### src/rtl/sobel_pkg.sv
// Shared Sobel datapath constants and helpers.
//   PIX_W   : pixel width
//   SUM_W   : width of a weighted three-pixel column/row sum (max 1020)
//   DIFF_W  : width of a signed gradient (range -1020..1020)
//   MAG_MAX : saturation ceiling for the output magnitude
package sobel_pkg;

  localparam int unsigned PIX_W  = 8;
  localparam int unsigned SUM_W  = 10;
  localparam int unsigned DIFF_W = 11;
  localparam logic [PIX_W-1:0] MAG_MAX = 8'd255;

  // a + 2*b + c; the doubling is a left shift, zero-extended to SUM_W
  function automatic logic [SUM_W-1:0] wsum(input logic [PIX_W-1:0] a,
                                            input logic [PIX_W-1:0] b,
                                            input logic [PIX_W-1:0] c);
    return {2'b00, a} + {1'b0, b, 1'b0} + {2'b00, c};
  endfunction

  // |pos - neg| via an 11-bit signed difference
  function automatic logic [SUM_W-1:0] abs_diff(input logic [SUM_W-1:0] pos,
                                                input logic [SUM_W-1:0] neg);
    logic signed [DIFF_W-1:0] d;
    logic signed [DIFF_W-1:0] nd;
    d  = $signed({1'b0, pos}) - $signed({1'b0, neg});
    nd = -d;
    return d[DIFF_W-1] ? nd[SUM_W-1:0] : d[SUM_W-1:0];
  endfunction

endpackage

### src/rtl/sobel_frame_tracker.sv
// Frame position tracker for the Sobel stage.
//   clk, rst  : clock, synchronous active-high reset
//   in_valid  : window strobe; counters advance once per strobe
//   keep      : current strobe lies in row >= 2 (produces an output)
//   sol       : current strobe is the first output pixel of a row
//   eof       : current strobe is the last pixel of the frame
// Outputs are combinational from the counters; they describe the strobe
// presented in the current cycle.
module sobel_frame_tracker #(
  parameter int unsigned WIDTH  = 8,
  parameter int unsigned HEIGHT = 8
) (
  input  logic clk,
  input  logic rst,
  input  logic in_valid,
  output logic keep,
  output logic sol,
  output logic eof
);

  localparam int unsigned COL_W = $clog2(WIDTH);
  localparam int unsigned ROW_W = $clog2(HEIGHT);
  localparam logic [COL_W-1:0] COL_LAST = COL_W'(WIDTH - 3);
  localparam logic [ROW_W-1:0] ROW_LAST = ROW_W'(HEIGHT - 1);

  logic [COL_W-1:0] col_cnt;
  logic [ROW_W-1:0] row_cnt;

  always_ff @(posedge clk) begin
    if (rst) begin
      col_cnt <= '0;
      row_cnt <= '0;
    end else if (in_valid) begin
      if (col_cnt == COL_LAST) begin
        col_cnt <= '0;
        row_cnt <= (row_cnt == ROW_LAST) ? '0 : row_cnt + 1'b1;
      end else begin
        col_cnt <= col_cnt + 1'b1;
      end
    end
  end

  always_comb begin
    keep = (row_cnt >= ROW_W'(2));
    sol  = keep && (col_cnt == '0);
    eof  = (col_cnt == COL_LAST) && (row_cnt == ROW_LAST);
  end

endmodule

### src/rtl/sobel_magnitude.sv
// Three-stage Sobel gradient magnitude with edge threshold.
//   clk, rst   : clock, synchronous active-high reset
//   in_valid   : one 3x3 window per high cycle
//   z1..z9     : window pixels, row-major (z5 centre)
//   thresh     : edge threshold, sampled in the output stage
//   mag        : min(|Gx|+|Gy|, 255)
//   edge_flag  : mag >= thresh (qualified by out_valid)
//   out_valid  : output pixel valid, 3 cycles after its strobe
//   out_sol    : first output pixel of a row
//   out_eof    : last output pixel of the frame
// Windows from the first two image rows are consumed but never emitted.
module sobel_magnitude
  import sobel_pkg::*;
#(
  parameter int unsigned WIDTH  = 8,
  parameter int unsigned HEIGHT = 8
) (
  input  logic             clk,
  input  logic             rst,
  input  logic             in_valid,
  input  logic [PIX_W-1:0] z1,
  input  logic [PIX_W-1:0] z2,
  input  logic [PIX_W-1:0] z3,
  input  logic [PIX_W-1:0] z4,
  input  logic [PIX_W-1:0] z5,
  input  logic [PIX_W-1:0] z6,
  input  logic [PIX_W-1:0] z7,
  input  logic [PIX_W-1:0] z8,
  input  logic [PIX_W-1:0] z9,
  input  logic [PIX_W-1:0] thresh,
  output logic [PIX_W-1:0] mag,
  output logic             edge_flag,
  output logic             out_valid,
  output logic             out_sol,
  output logic             out_eof
);

  logic trk_keep, trk_sol, trk_eof;

  sobel_frame_tracker #(
    .WIDTH (WIDTH),
    .HEIGHT(HEIGHT)
  ) u_tracker (
    .clk     (clk),
    .rst     (rst),
    .in_valid(in_valid),
    .keep    (trk_keep),
    .sol     (trk_sol),
    .eof     (trk_eof)
  );

  // Stage 1: weighted column/row sums and position tags
  logic [SUM_W-1:0] s1_p, s1_n, s1_q, s1_r;
  logic             s1_valid, s1_sol, s1_eof;

  // Stage 2: absolute gradients
  logic [SUM_W-1:0] s2_ax, s2_ay;
  logic             s2_valid, s2_sol, s2_eof;

  // Stage 3 combinational saturation
  logic [SUM_W:0]   mag_sum;
  logic [PIX_W-1:0] mag_next;

  // z5 carries no weight in either kernel
  logic unused_centre;
  assign unused_centre = ^z5;

  always_comb begin
    mag_sum  = {1'b0, s2_ax} + {1'b0, s2_ay};
    mag_next = (mag_sum > (SUM_W+1)'(MAG_MAX)) ? MAG_MAX : mag_sum[PIX_W-1:0];
  end

  always_ff @(posedge clk) begin
    s1_p <= wsum(z3, z6, z9);
    s1_n <= wsum(z1, z4, z7);
    s1_q <= wsum(z7, z8, z9);
    s1_r <= wsum(z1, z2, z3);
    s2_ax <= abs_diff(s1_p, s1_n);
    s2_ay <= abs_diff(s1_q, s1_r);
  end

  always_ff @(posedge clk) begin
    if (rst) begin
      s1_valid  <= 1'b0;
      s1_sol    <= 1'b0;
      s1_eof    <= 1'b0;
      s2_valid  <= 1'b0;
      s2_sol    <= 1'b0;
      s2_eof    <= 1'b0;
      mag       <= '0;
      edge_flag <= 1'b0;
      out_valid <= 1'b0;
      out_sol   <= 1'b0;
      out_eof   <= 1'b0;
    end else begin
      s1_valid  <= in_valid && trk_keep;
      s1_sol    <= in_valid && trk_sol;
      s1_eof    <= in_valid && trk_eof;
      s2_valid  <= s1_valid;
      s2_sol    <= s1_sol;
      s2_eof    <= s1_eof;
      mag       <= mag_next;
      edge_flag <= s2_valid && (mag_next >= thresh);
      out_valid <= s2_valid;
      out_sol   <= s2_sol;
      out_eof   <= s2_eof;
    end
  end

endmodule

### config.mk
export PLATFORM = sky130hd
export DESIGN_NAME = sobel_magnitude
export DESIGN_NICKNAME = d
export VERILOG_FILES = /design/src/rtl/sobel_pkg.sv /design/src/rtl/sobel_frame_tracker.sv /design/src/rtl/sobel_magnitude.sv
export SDC_FILE = /design/constraint.sdc
export NUM_CORES = 1
export LEC_CHECK = 0
export ABC_AREA = 1
export CAP_MARGIN = 20
export CORE_MARGIN = 2
export CORE_UTILIZATION = 55
export DETAILED_ROUTE_END_ITERATION = 10
export PLACE_DENSITY = 0.81
export SYNTH_ARGS = -nofsm -noshare
export SYNTH_HDL_FRONTEND = slang
export SYNTH_SLANG_ARGS = --single-unit
### constraint.sdc
create_clock -name clk -period 3.6 [get_ports clk]
set_clock_uncertainty 0.05 [all_clocks]
set_input_delay 1.08 -clock clk [delete_from_list [all_inputs] [get_ports clk]]
set_output_delay 1.08 -clock clk [all_outputs]
set_load 0.01 [all_outputs]
After elaboration in Yosys (flattened, before gate mapping). Cells that the tools add are included.

Add/sub/neg operators: 15. Magnitude comparators: 3. Equality and inequality tests: 2. Multiplexer cells: 5. Reduce and logical (&&, ||, !) cells: 8.

Operators with widths (count): 10-bit by 8-bit adder with 10-bit output (4); 8-bit by 9-bit adder with 10-bit output (4); 10-bit by 10-bit subtractor with 11-bit output (2); 10-bit 2-to-1 mux (2); 10-bit negation (2); 10-bit by 10-bit adder with 11-bit output (1); 11-bit by 8-bit greater-than comparator with 1-bit output, second input constant (1); 8-bit greater-or-equal comparator (1); 8-bit 2-to-1 mux (1); 3-bit by 1-bit adder with 3-bit output, second input constant (2); 3-bit == test, second input constant (2); 1-bit logical AND (6); 3-bit 2-to-1 mux (2); 3-bit by 2-bit greater-or-equal comparator with 1-bit output, second input constant (1); 3-bit zero test (1); 2-bit AND reduction (1).

Register bits after elaboration: 84. Output and inout port bits: 12.

Longest topological paths before layout.
Depth in word-level cells: 5. Mapped depth: 19.

Cells and area by module. From an unflattened synthesis, not the netlist that was laid out.

Cell total of the unflattened synthesis: 808. Area, all modules: 6165.9 µm².

By module, submodules not included: sobel_magnitude (times used 1, cells an instance 758, area each 5848.1 µm², seq. area each 1561.5 µm²); sobel_frame_tracker (times used 1, cells an instance 50, area each 317.8 µm², seq. area each 120.1 µm²).

Worst setup path after synthesis. OpenSTA, ideal clock, no wires.

Path type: input to register. From: input port z1[1]. To: register s1_r[9]. Arrival: 2.897 ns. Required time: 3.480 ns. Path slack: 0.582 ns. Stages: 9. Path buffers: 0. Cells stage by stage: fa_1 ha_1 inv_1 fa_1 o21ai_0 a21oi_1 o21bai_1 a21oi_1 o21bai_1.

Cells in the longest elaborated chain, start to end: 2.

RTL lines: start, declared (line sobel_magnitude.sv:21) `input logic [PIX_W-1:0] z1,`; 8-bit by 9-bit adder with 10-bit output (line sobel_pkg.sv:17) `return {2'b00, a} + {1'b0, b, 1'b0} + {2'b00, c};`; 10-bit by 8-bit adder with 10-bit output (line sobel_pkg.sv:17); end signal, assigned (line sobel_magnitude.sv:77) `s1_r <= wsum(z1, z2, z3);`; end, declared (line sobel_magnitude.sv:53) `logic [SUM_W-1:0] s1_p, s1_n, s1_q, s1_r;`.

No other way between the ends. A chain may end at the register's enable or synchronous reset.

Worst setup path after layout.
From: input port z1[1]. To: register s1_n[9].

Cells in the longest elaborated chain, start to end: 2.

RTL lines: 8-bit by 9-bit adder with 10-bit output (line sobel_pkg.sv:17); 10-bit by 8-bit adder with 10-bit output (line sobel_pkg.sv:17); end signal, assigned (line sobel_magnitude.sv:75) `s1_n <= wsum(z1, z4, z7);`; end, declared (line sobel_magnitude.sv:53).

No other way between the ends.

==> results.toml <==
[yosys]
synth_cells = 790
synth_top_cell_area_share = 0.269
syn_nets = 986
synth_top_area_cell = "sky130_fd_sc_hd__dfxtp_1"
sequential_fraction_of_the_synthesis_area = 0.269
synth.ff_latch_count = 84
post_synth.cell_area_avg_um2 = 7.92
postSynth.asyncResetShare = 0
yosys.cell_types.count = 33
ys_warn_count = 0
yosys-top-cells-area = "sky130_fd_sc_hd__dfxtp_1 (27%), sky130_fd_sc_hd__ha_1 (16%), sky130_fd_sc_hd__fa_1 (11%)"
synth_edf_count = 0
post_synthesis_instance_area_um2 = 6260
synth-main-ff-cell = "sky130_fd_sc_hd__dfxtp_1"

[hold_path]
min_path_cells = 2
hold_path_class = "flip-flop to flip-flop"

[clock_network]
total_number_of_h_tree_levels = 3
numClockSinks = 84
cts.repair_timing.setup_buffer_count = 0
number_of_buffers_created_by_cts = 9
cts_tree = "done"
clockRootBuffer = "sky130_fd_sc_hd__clkbuf_16"
clock_insertion_delay_worst_skew_ns = 0.34
clk_pin_slew_ns = 0.07
number_of_buffers_on_the_longest_clock_path = 2

[die]
floorplan_die_area_um2 = 12200
fp.dieH_um = 111
core_um2 = 11000
die-width_um = 111
floorplan.rows = 38
boundaryPins = 95
start_util = 0.570

[critical_path]
cp-end-kind = "flip-flop"
timing.setup.critical_path_class = "primary input to flip-flop"
startpoint_type = "primary input"
timing.reg2reg.worst_path_depth = 17
timing.critical_path.fanout_max = 2
critPathRequiredTime_ns = 3.84
worst-endpoint-arrival_ns = 3.63

[power_and_ir_drop]
powerDensity_nw_per_um2 = 846
standby_leakage_power_nw = 3.86
ir_worst_vdd_v = 0.000512

[grt]
grt_overflow_total = 0
groute.layer.met1.usage = 0.238
pin_count_of_the_biggest_net_entering_global_routing = 20
global_route_wire_length_before_repair_um = 22000
antenna_found_initial = 0
met3_usage = 0.0399
gr-usage-all-layers = 0.223
grt_busiest_layer = "met2"
grt.met2_usage = 0.423
number_of_global_route_vias_before_repair = 5095

[place]
detailedPlacementHpwl_um = 11000
preCtsSetupSlack_ns = -0.150
dpl-instance-area_um2 = 7310
count_of_buffers_from_port_buffering = 86
gp_routability_congestion = 0.933

[finish]
sequential_cell_area_um2 = 1680
utilization = 0.694
antenna_cells = 0
nNetsFinal = 1087
final_design_area_no_fill_um2 = 7620
multiInputGateArea_um2 = 3910
fillers = 892
drive_gt1_frac = 0.0692
syn2layout_area_growth_pct = 21.8

[sta]
max_slew.worst_pin.slew_ns = 0.659
max-slew-margin-rel = 0.559
setup_ws_final_ns = 0.206
fmax_mhz = 295
post-route-period-util = 0.943
number_of_failing_setup_endpoints_in_the_final_timing_report = 0
hold_viol_final = 0
finalMaxSlewViolations = 0
grt_setup_unrepaired = "false"
period_needed_ns = 3.39
timing.setup.tns_ns = 0

[route]
drt-vias-per-instance = 4.95
total_routed_wirelength_um = 13300
num_vias = 5129
wire_per_inst_um = 12.8
iteration_0_drc_markers = 190
number_of_antenna_violating_nets_in_the_routed_design = 0
drt_first_pass_iters = 4
post-route-drc-count = 0

[status]
run_status = "completed"

[run]
maxCapViolations = 0
[where the power goes]
| group | switching, mW | internal [mW] | total [mW] |
|---|---|---|---|
| registers | 0.118 | 1.28 | 1.40 |
| logic | 2.52 | 1.58 | 4.10 |
| clock network | 0.389 | 0.548 | 0.936 |
[synth_stat cells, drive strengths merged, types with 2 or more instances]
library cell	n
a21oi	55
buf	5
clkbuf	2
dfxtp	84
fa	35
ha	78
inv	159
nand2	176
nand3	44
nand3b	2
nand4	16
nor2	47
nor3	6
nor4	2
o211ai	4
o21ai	21
o21bai	6
or2	2
xnor2	6
xor2	37
[final timing paths]
check,startpoint,end,slack [ns]
worst max-delay path,z1[1],s1_n[9],0.21
worst min-delay path,s2_sol,out_sol,0.36
worst max register to register,s2_ax[0],edge_flag,0.68
worst min register to register,s2_sol,out_sol,0.36
[layer usage]
layer  vias to the layer above  wire length, um
li1                       2689                -
met1                      2276             5420
met2                       136             6840
met3                        28              608
met4                         0              398
met5                         -                0
[area by class of cell]
| class | count | area share |
|---|---|---|
| timing repair buffer | 97 | 0.124 |
| clock buffer | 9 | 0.0296 |
| sequential | 84 | 0.221 |
| clock inverter | 7 | 0.0108 |
| inverter | 159 | 0.0783 |
| tap | 140 | 0.0230 |
| multi-input combinational | 540 | 0.514 |
[through the flow]
step	instances	power, mW	hold WS, ns
2_1_floorplan	790	4.63	0.338
3_3_place_gp	1020	5.36	0.340
3_5_place_dp	1020	5.47	0.347
4_1_cts	1036	6.47	0.355
5_1_grt	1036	7.11	0.371
6_report	1036	6.44	0.358
[logic make-up (layout without fill, tap and decap cells)]
group | Yosys count | in the layout | share of synthesized area
simple gates | 295 | 295 | 0.211
flops | 84 | 84 | 0.269
fa+ha+maj | 113 | 113 | 0.268
compound gates | 89 | 89 | 0.0806
xor+xnor | 43 | 43 | 0.0656
buf+inv | 166 | 272 | 0.106
[critical path, cell delays in order]
cell	delay (ns)
sky130_fd_sc_hd__clkdlybuf4s50_1	0.51
sky130_fd_sc_hd__buf_4	0.19
sky130_fd_sc_hd__fa_1	0.55
sky130_fd_sc_hd__ha_1	0.17
sky130_fd_sc_hd__inv_1	0.06
sky130_fd_sc_hd__fa_1	0.40
sky130_fd_sc_hd__o21ai_0	0.23
sky130_fd_sc_hd__nand2_1	0.07
sky130_fd_sc_hd__nand2_1	0.06
sky130_fd_sc_hd__a21oi_1	0.08
sky130_fd_sc_hd__nor2_1	0.09
sky130_fd_sc_hd__o21ai_0	0.08
sky130_fd_sc_hd__nand2_1	0.06
[placed cells by master (no fill, tap or decap), types with 3 or more instances in the layout]
| master | netlist | final |
|---|---|---|
| sky130_fd_sc_hd__a21oi_1 | 53 | 53 |
| sky130_fd_sc_hd__buf_4 | 0 | 11 |
| sky130_fd_sc_hd__clkbuf_16 | 0 | 9 |
| sky130_fd_sc_hd__clkdlybuf4s50_1 | 0 | 86 |
| sky130_fd_sc_hd__dfxtp_1 | 84 | 84 |
| sky130_fd_sc_hd__fa_1 | 35 | 35 |
| sky130_fd_sc_hd__ha_1 | 78 | 78 |
| sky130_fd_sc_hd__inv_1 | 155 | 155 |
| sky130_fd_sc_hd__inv_2 | 4 | 4 |
| sky130_fd_sc_hd__nand2_1 | 164 | 164 |
| sky130_fd_sc_hd__nand2_2 | 12 | 12 |
| sky130_fd_sc_hd__nand3_1 | 39 | 39 |
| sky130_fd_sc_hd__nand3_2 | 5 | 5 |
| sky130_fd_sc_hd__nand4_1 | 16 | 16 |
| sky130_fd_sc_hd__nor2_1 | 39 | 39 |
| sky130_fd_sc_hd__nor2_2 | 5 | 5 |
| sky130_fd_sc_hd__nor2_4 | 3 | 3 |
| sky130_fd_sc_hd__nor3_1 | 5 | 5 |
| sky130_fd_sc_hd__o211ai_1 | 4 | 4 |
| sky130_fd_sc_hd__o21ai_0 | 19 | 18 |
| sky130_fd_sc_hd__o21ai_1 | 2 | 3 |
| sky130_fd_sc_hd__o21bai_1 | 6 | 6 |
| sky130_fd_sc_hd__xnor2_1 | 6 | 6 |
| sky130_fd_sc_hd__xor2_1 | 34 | 34 |
[registers in the layout, summed over array words and instances, names as in the netlist, 3 cells and up]
signal	count
s1_n	10
s1_p	10
s1_q	10
s1_r	10
s2_ax	10
s2_ay	10
mag	8
u_tracker.col_cnt	3
u_tracker.row_cnt	3
[what timing repair did]
item	CTS	global route
gates resized for setup	0	1
hold buffers	0	0
setup endpoints to repair	0	1
Note: power is estimated with default switching activity, not from simulation.
==> variant 1, RTL diff (same flow settings) <==
`MAG_MAX`: 8'd255 -> 8'd191.
--- a/src/rtl/sobel_pkg.sv
+++ b/src/rtl/sobel_pkg.sv
@@ -8,7 +8,7 @@
   localparam int unsigned PIX_W  = 8;
   localparam int unsigned SUM_W  = 10;
   localparam int unsigned DIFF_W = 11;
-  localparam logic [PIX_W-1:0] MAG_MAX = 8'd255;
+  localparam logic [PIX_W-1:0] MAG_MAX = 8'd191;
 
   // a + 2*b + c; the doubling is a left shift, zero-extended to SUM_W
   function automatic logic [SUM_W-1:0] wsum(input logic [PIX_W-1:0] a,
Formal check against the unedited RTL: not equivalent (Yosys sat finds a counterexample within 4 cycles, from zero or initial values and one cycle with rst high).
==> variant 1 against the unedited design <==
Sequential cell count did not move; fmax rose by 3.5%; routed wire length decreased by 0.66%; count of clock-buffer cells in the layout stayed put; design area is 1.2% higher; power increased by 2.4%; area after synthesis up 1.6%; setup slack gained 0.12 ns.
==> variant 1: results (changes against the unedited design) <==
- The pre-CTS setup slack is -0.02470 ns (+0.1249 ns).
- The global-route met2 utilization came to 42.56% (+0.27 points).
- The number of buffers inserted during clock tree synthesis came to 9 (unchanged).
- The count of yosys warnings during synthesis is 0 (unchanged).
- The core area is 11370 um2 (+3.5%).
- The fraction of the mapped netlist area in adder cells is 26.37% (-0.43 points).
- The vias per cell is 4.944 (-0.13%).
- The run finished with clean final reports.
- The combinational power share came to 64.8% (+1.1 points).
- By area the synthesized netlist is led by sky130_fd_sc_hd__dfxtp_1, sky130_fd_sc_hd__ha_1, sky130_fd_sc_hd__fa_1, sky130_fd_sc_hd__nand2_1, sky130_fd_sc_hd__inv_1.
- The normalized max-slew margin is 51.94% (-4.0 points).
- The number of DRC markers after the initial detailed-route iteration came to 168 (-12%).
- The proportion of synthesized chip area in sequential cells is 26.45% (-0.43 points).
- The multiplexer share of the synthesized area is 0% (unchanged).
- The met2 routed wirelength came to 6660 um (-2.7%).
- The via count of the first global-routing pass is 5175 (+1.6%).
- The placer congestion estimate is 0.9454 (+1.4%).
- The met1 global-route usage is 23.83% (about the same).
- The area of placed instances is 7411 um2 (+1.4%).
- The overall routing resource usage is 22.28% (-0.034 points).
- The maximum vdd drop is 0.5135 mV (+0.23%).
- The number of placed cells counting well taps was 1045 (+2.5%).
- The met3 track demand over resource in global routing is 4.137% (+0.15 points).
- The signal arrival time at the worst endpoint is 3.51 ns (-0.12 ns).
- The average wire per standard cell is 12.43 um (-3.0%).
- The count of mapped cells out of synthesis came to 811 (+2.7%).
- The wire length of the first global-routing pass is 22280 um (+1.1%).
- The share of layout cells above drive strength 1 is 9.477% (+2.6 points).
- The starting density of the core was 55.93% (-1.0 points).
- The leakage power of the design was 3.908 nW (+1.2%).
- The cell class contributing the biggest share of worst-path delay is adder cells.
- The delay of the slowest cell on the worst path was 0.58 ns (+0.03 ns).
- The power in the clock group is 0.000925 W (-1%).
- The number of buffers on the longest clock path was 2 (unchanged).
- The detailed-routing wirelength on met1 came to 5432 um (+0.24%).
- The number of nets produced by synthesis is 1007 (+2.1%).
- The share of the synthesized area in compound gates (AO/OA/AOI/OAI) came to 6.966% (-1.1 points).
- The detailed-placement wirelength estimate was 11000 um (-0.35%).
- The xor/xnor cell area share of the yosys netlist came to 5.510% (-1.1 points).
- The library cell contributing the largest single delay on the critical path is sky130_fd_sc_hd__fa_1.
- The met3 layer wire length in the routed design is 645 um (+6.1%).
- The net switching power is 0.003117 W (+2.9%).
- By count the netlist is led by sky130_fd_sc_hd__nand2_1, sky130_fd_sc_hd__inv_1, sky130_fd_sc_hd__dfxtp_1, sky130_fd_sc_hd__ha_1, sky130_fd_sc_hd__nor2_1.
- The net total in the final layout came to 1109 (+2.0%).
- The number of filler cells placed in the layout is 940 (+5.4%).
- The overall power after layout is 0.006595 W (+2.4%).
- The post-route non-filler standard cell count was 1061 (+2.4%).
[variant 1: changes by cell type after synthesis, sizes merged]
cell and change:
nor2 +21, nand2 +12, a21oi -9, inv +4, o21bai -4, xor2 -3
o21ai +2, a21o -1, clkbuf -1, nand3 +1, nor4 -1
[variant 1: final timing paths]
| path | from | endpoint | slack [ns] | depth (start not counted) |
|---|---|---|---|---|
| worst max-delay path | z3[1] | s1_p[9] | 0.32 | 12 |
| worst min-delay path | s2_sol | out_sol | 0.36 | 2 |
| worst max register to register | s2_ax[0] | edge_flag | 0.65 | 19 |
| worst min register to register | s2_sol | out_sol | 0.36 | 2 |
[variant 1: final cells by class]
class | count | area [um2] | share of cell area (%)
Sequential cell | 84 | 1682 | 21.81
Clock inverter | 7 | 73.82 | 0.9575
Inverter | 163 | 611.8 | 7.936
Clock buffer | 9 | 225.2 | 2.921
Multi-Input combinational cell | 558 | 3995 | 51.82
Timing Repair Buffer | 97 | 943.4 | 12.24
Tap cell | 143 | 178.9 | 2.321
==> variant 2, RTL diff (same settings) <==
Without the edit above. The output `edge_flag` loses its register stage (`edge_flag` becomes a continuous assignment).
--- a/src/rtl/sobel_magnitude.sv
+++ b/src/rtl/sobel_magnitude.sv
@@ -88,7 +88,6 @@
       s2_sol    <= 1'b0;
       s2_eof    <= 1'b0;
       mag       <= '0;
-      edge_flag <= 1'b0;
       out_valid <= 1'b0;
       out_sol   <= 1'b0;
       out_eof   <= 1'b0;
@@ -100,12 +99,13 @@
       s2_sol    <= s1_sol;
       s2_eof    <= s1_eof;
       mag       <= mag_next;
-      edge_flag <= s2_valid && (mag_next >= thresh);
       out_valid <= s2_valid;
       out_sol   <= s2_sol;
       out_eof   <= s2_eof;
     end
   end
 
+  assign edge_flag = s2_valid && (mag_next >= thresh);
+
 endmodule
 
Behaviour: no difference found for any inputs over 10 cycles, from zero or initial values and one cycle with rst high; that may be too few to reach the edited logic, so the function may still have changed.
==> variant 2 against the unedited design <==
Setup slack worse by 0.70 ns; design area grew 4.5%; sequential cell count is 1 lower; largest cell class unchanged; clock power decreased by 7.5%; synthesized cell count shrank 0.13%; register-to-register slack better by 0.56 ns; the flow now finishes with violations (negative setup slack); routed wire length rose by 4.2%; die area fell by 0.42%; critical path depth rose by 5; area after synthesis down 0.44%; power rose by 12%; combinational power increased by 20%.
==> variant 2: results (changes against the unedited design) <==
- The flow ran to the end, but the final reports show violations.
- The checks that failed: negative setup slack.
- The area of placed instances is 7564 um2 (+3.5%).
- The library cell contributing the largest single delay on the critical path is sky130_fd_sc_hd__fa_2.
- The number of nets produced by synthesis came to 985 (-0.10%).
- The largest net degree at the start of global routing came to 17 (-15%).
- The depth of the CTS H-tree is 3 (unchanged).
- The number of buffers on the longest clock path is 2 (unchanged).
- The pre-CTS setup slack is -0.6500 ns (-0.5004 ns).
- The wire length of the first global-routing pass is 23590 um (+7.1%).
- The number of placed cells counting well taps is 1056 (+3.5%).
- The overall routing resource usage is 23.62% (+1.3 points).
- The vias after detailed routing came to 5341 (+4.1%).
- The proportion of synthesized chip area in sequential cells is 26.68% (-0.20 points).
- The signal arrival time at the worst endpoint is 2.96 ns (-0.67 ns).
- The number of DRC markers after the initial detailed-route iteration is 259 (+36%).
- The overall routed net length is 13830 um (+4.2%).
- The maximum vdd drop is 0.6269 mV (+22%).
- The aggregate negative setup slack is -0.4928 ns (-0.4928 ns).
- The clock edge transition at the registers on the reported setup and hold paths is 0.06 ns.
- The met2 routed wirelength was 7166 um (+4.7%).
- The count of mapped cells out of synthesis is 789 (-0.13%).
- The number of buffers inserted during clock tree synthesis is 9 (unchanged).
- Ranked by total cell area, the synthesized netlist is headed by sky130_fd_sc_hd__dfxtp_1, sky130_fd_sc_hd__ha_1, sky130_fd_sc_hd__fa_1, sky130_fd_sc_hd__nand2_1, sky130_fd_sc_hd__inv_1.
- The unique cell type count in the Yosys netlist is 32 (-3.0%).
- The detailed-routing wirelength on met1 was 5463 um (+0.81%).
- The average wire per standard cell is 12.88 um (+0.52%).
- Broken down by cell family, the worst path's largest delay share belongs to simple AND/OR/NAND/NOR gates.
- The final setup violation count came to 1 (+1).
- The biggest fanout along the worst timing path came to 8 (+6).
- The share of the synthesized area in the top cell type is 26.68% (-0.20 points).
- The worst path setup slack after routing was -0.4928 ns (-0.6983 ns).
- The met3 layer wire length in the routed design is 673 um (+11%).
- The leakage power of the design is 4.045 nW (+4.7%).
- The placer congestion estimate is 0.9350 (+0.27%).
- The share of layout cells above drive strength 1 came to 12.96% (+6.0 points).
- The via count of the first global-routing pass is 5463 (+7.2%).
- The net switching power is 0.003314 W (+9.4%).
- The overall power after layout came to 0.007210 W (+12%).
- Ranked by instance count, the synthesized netlist is headed by sky130_fd_sc_hd__nand2_1, sky130_fd_sc_hd__inv_1, sky130_fd_sc_hd__dfxtp_1, sky130_fd_sc_hd__ha_1, sky130_fd_sc_hd__a21oi_1.
- The delay of the slowest cell on the worst path is 0.36 ns (-0.19 ns).
- The initial antenna violation count is 0 (unchanged).
- The fraction of registers with async set or reset after synthesis is 0% (unchanged).
- The detailed-placement wirelength estimate is 11260 um (+2.1%).
- The transition at the pin with the smallest max-transition slack came to 0.3478 ns (-0.3109 ns).
- The combinational power share is 68.5% (+4.8 points).
- The power in the clock group is 0.000866 W (-7.5%).
[variant 2: cell count changes after synthesis, sizes merged]
cell,unedited run,this run
dfxtp,84,83
[variant 2: routing by layer]
metal  global-route usage (%)  vias up
met1                    25.17     2401
met5                        0        -
met2                    44.42      137
met4                    11.33        0
met3                    4.446       37
li1                         -     2766
[variant 2: cells by family after synthesis]
| group | after synthesis | synth area share, % |
|---|---|---|
| compound gates | 89 | 8.096 |
| xor+xnor | 43 | 6.589 |
| fa+ha+maj | 113 | 26.92 |
| buf+inv | 166 | 10.61 |
| flops | 83 | 26.68 |
| simple gates | 295 | 21.11 |
[variant 2: layout make-up]
| cell class | count | area [um2] |
|---|---|---|
| inverter | 159 | 596.8 |
| fill | 835 | 2972 |
| clock inverter | 7 | 56.30 |
| tap | 140 | 175.2 |
| timing repair buffer | 136 | 1231 |
| sequential | 83 | 1664 |
| clock buffer | 9 | 225.2 |
| multi-input combinational | 540 | 4015 |
[variant 2: final timing paths]
| kind | startpoint | to | slack (ns) | cells after the start |
|---|---|---|---|---|
| worst min-delay path | s1_eof | s2_eof | 0.35 | 2 |
| worst min register to register | s1_eof | s2_eof | 0.35 | 2 |
| worst max-delay path | s2_ay[0] | edge_flag | -0.49 | 18 |
| worst max register to register | s1_p[0] | s2_ax[5] | 1.24 | 13 |
[variant 2: tightest hold or removal path, delay by kind of cell (launching register included)]
family                 cells  cell delay (ns)
buffers and inverters      1             0.04
and+or+nand+nor            1             0.03
DFF                        1             0.30
[variant 2: timing repair]
| action | in CTS | in global routing |
|---|---|---|
| pin swaps | 15 | 5 |
| setup endpoints to repair | 1 | 3 |
| gates cloned | 0 | 0 |
| setup buffers | 2 | 0 |
| resized for setup | 20 | 8 |
| endpoints found under the hold margin | 0 | 0 |
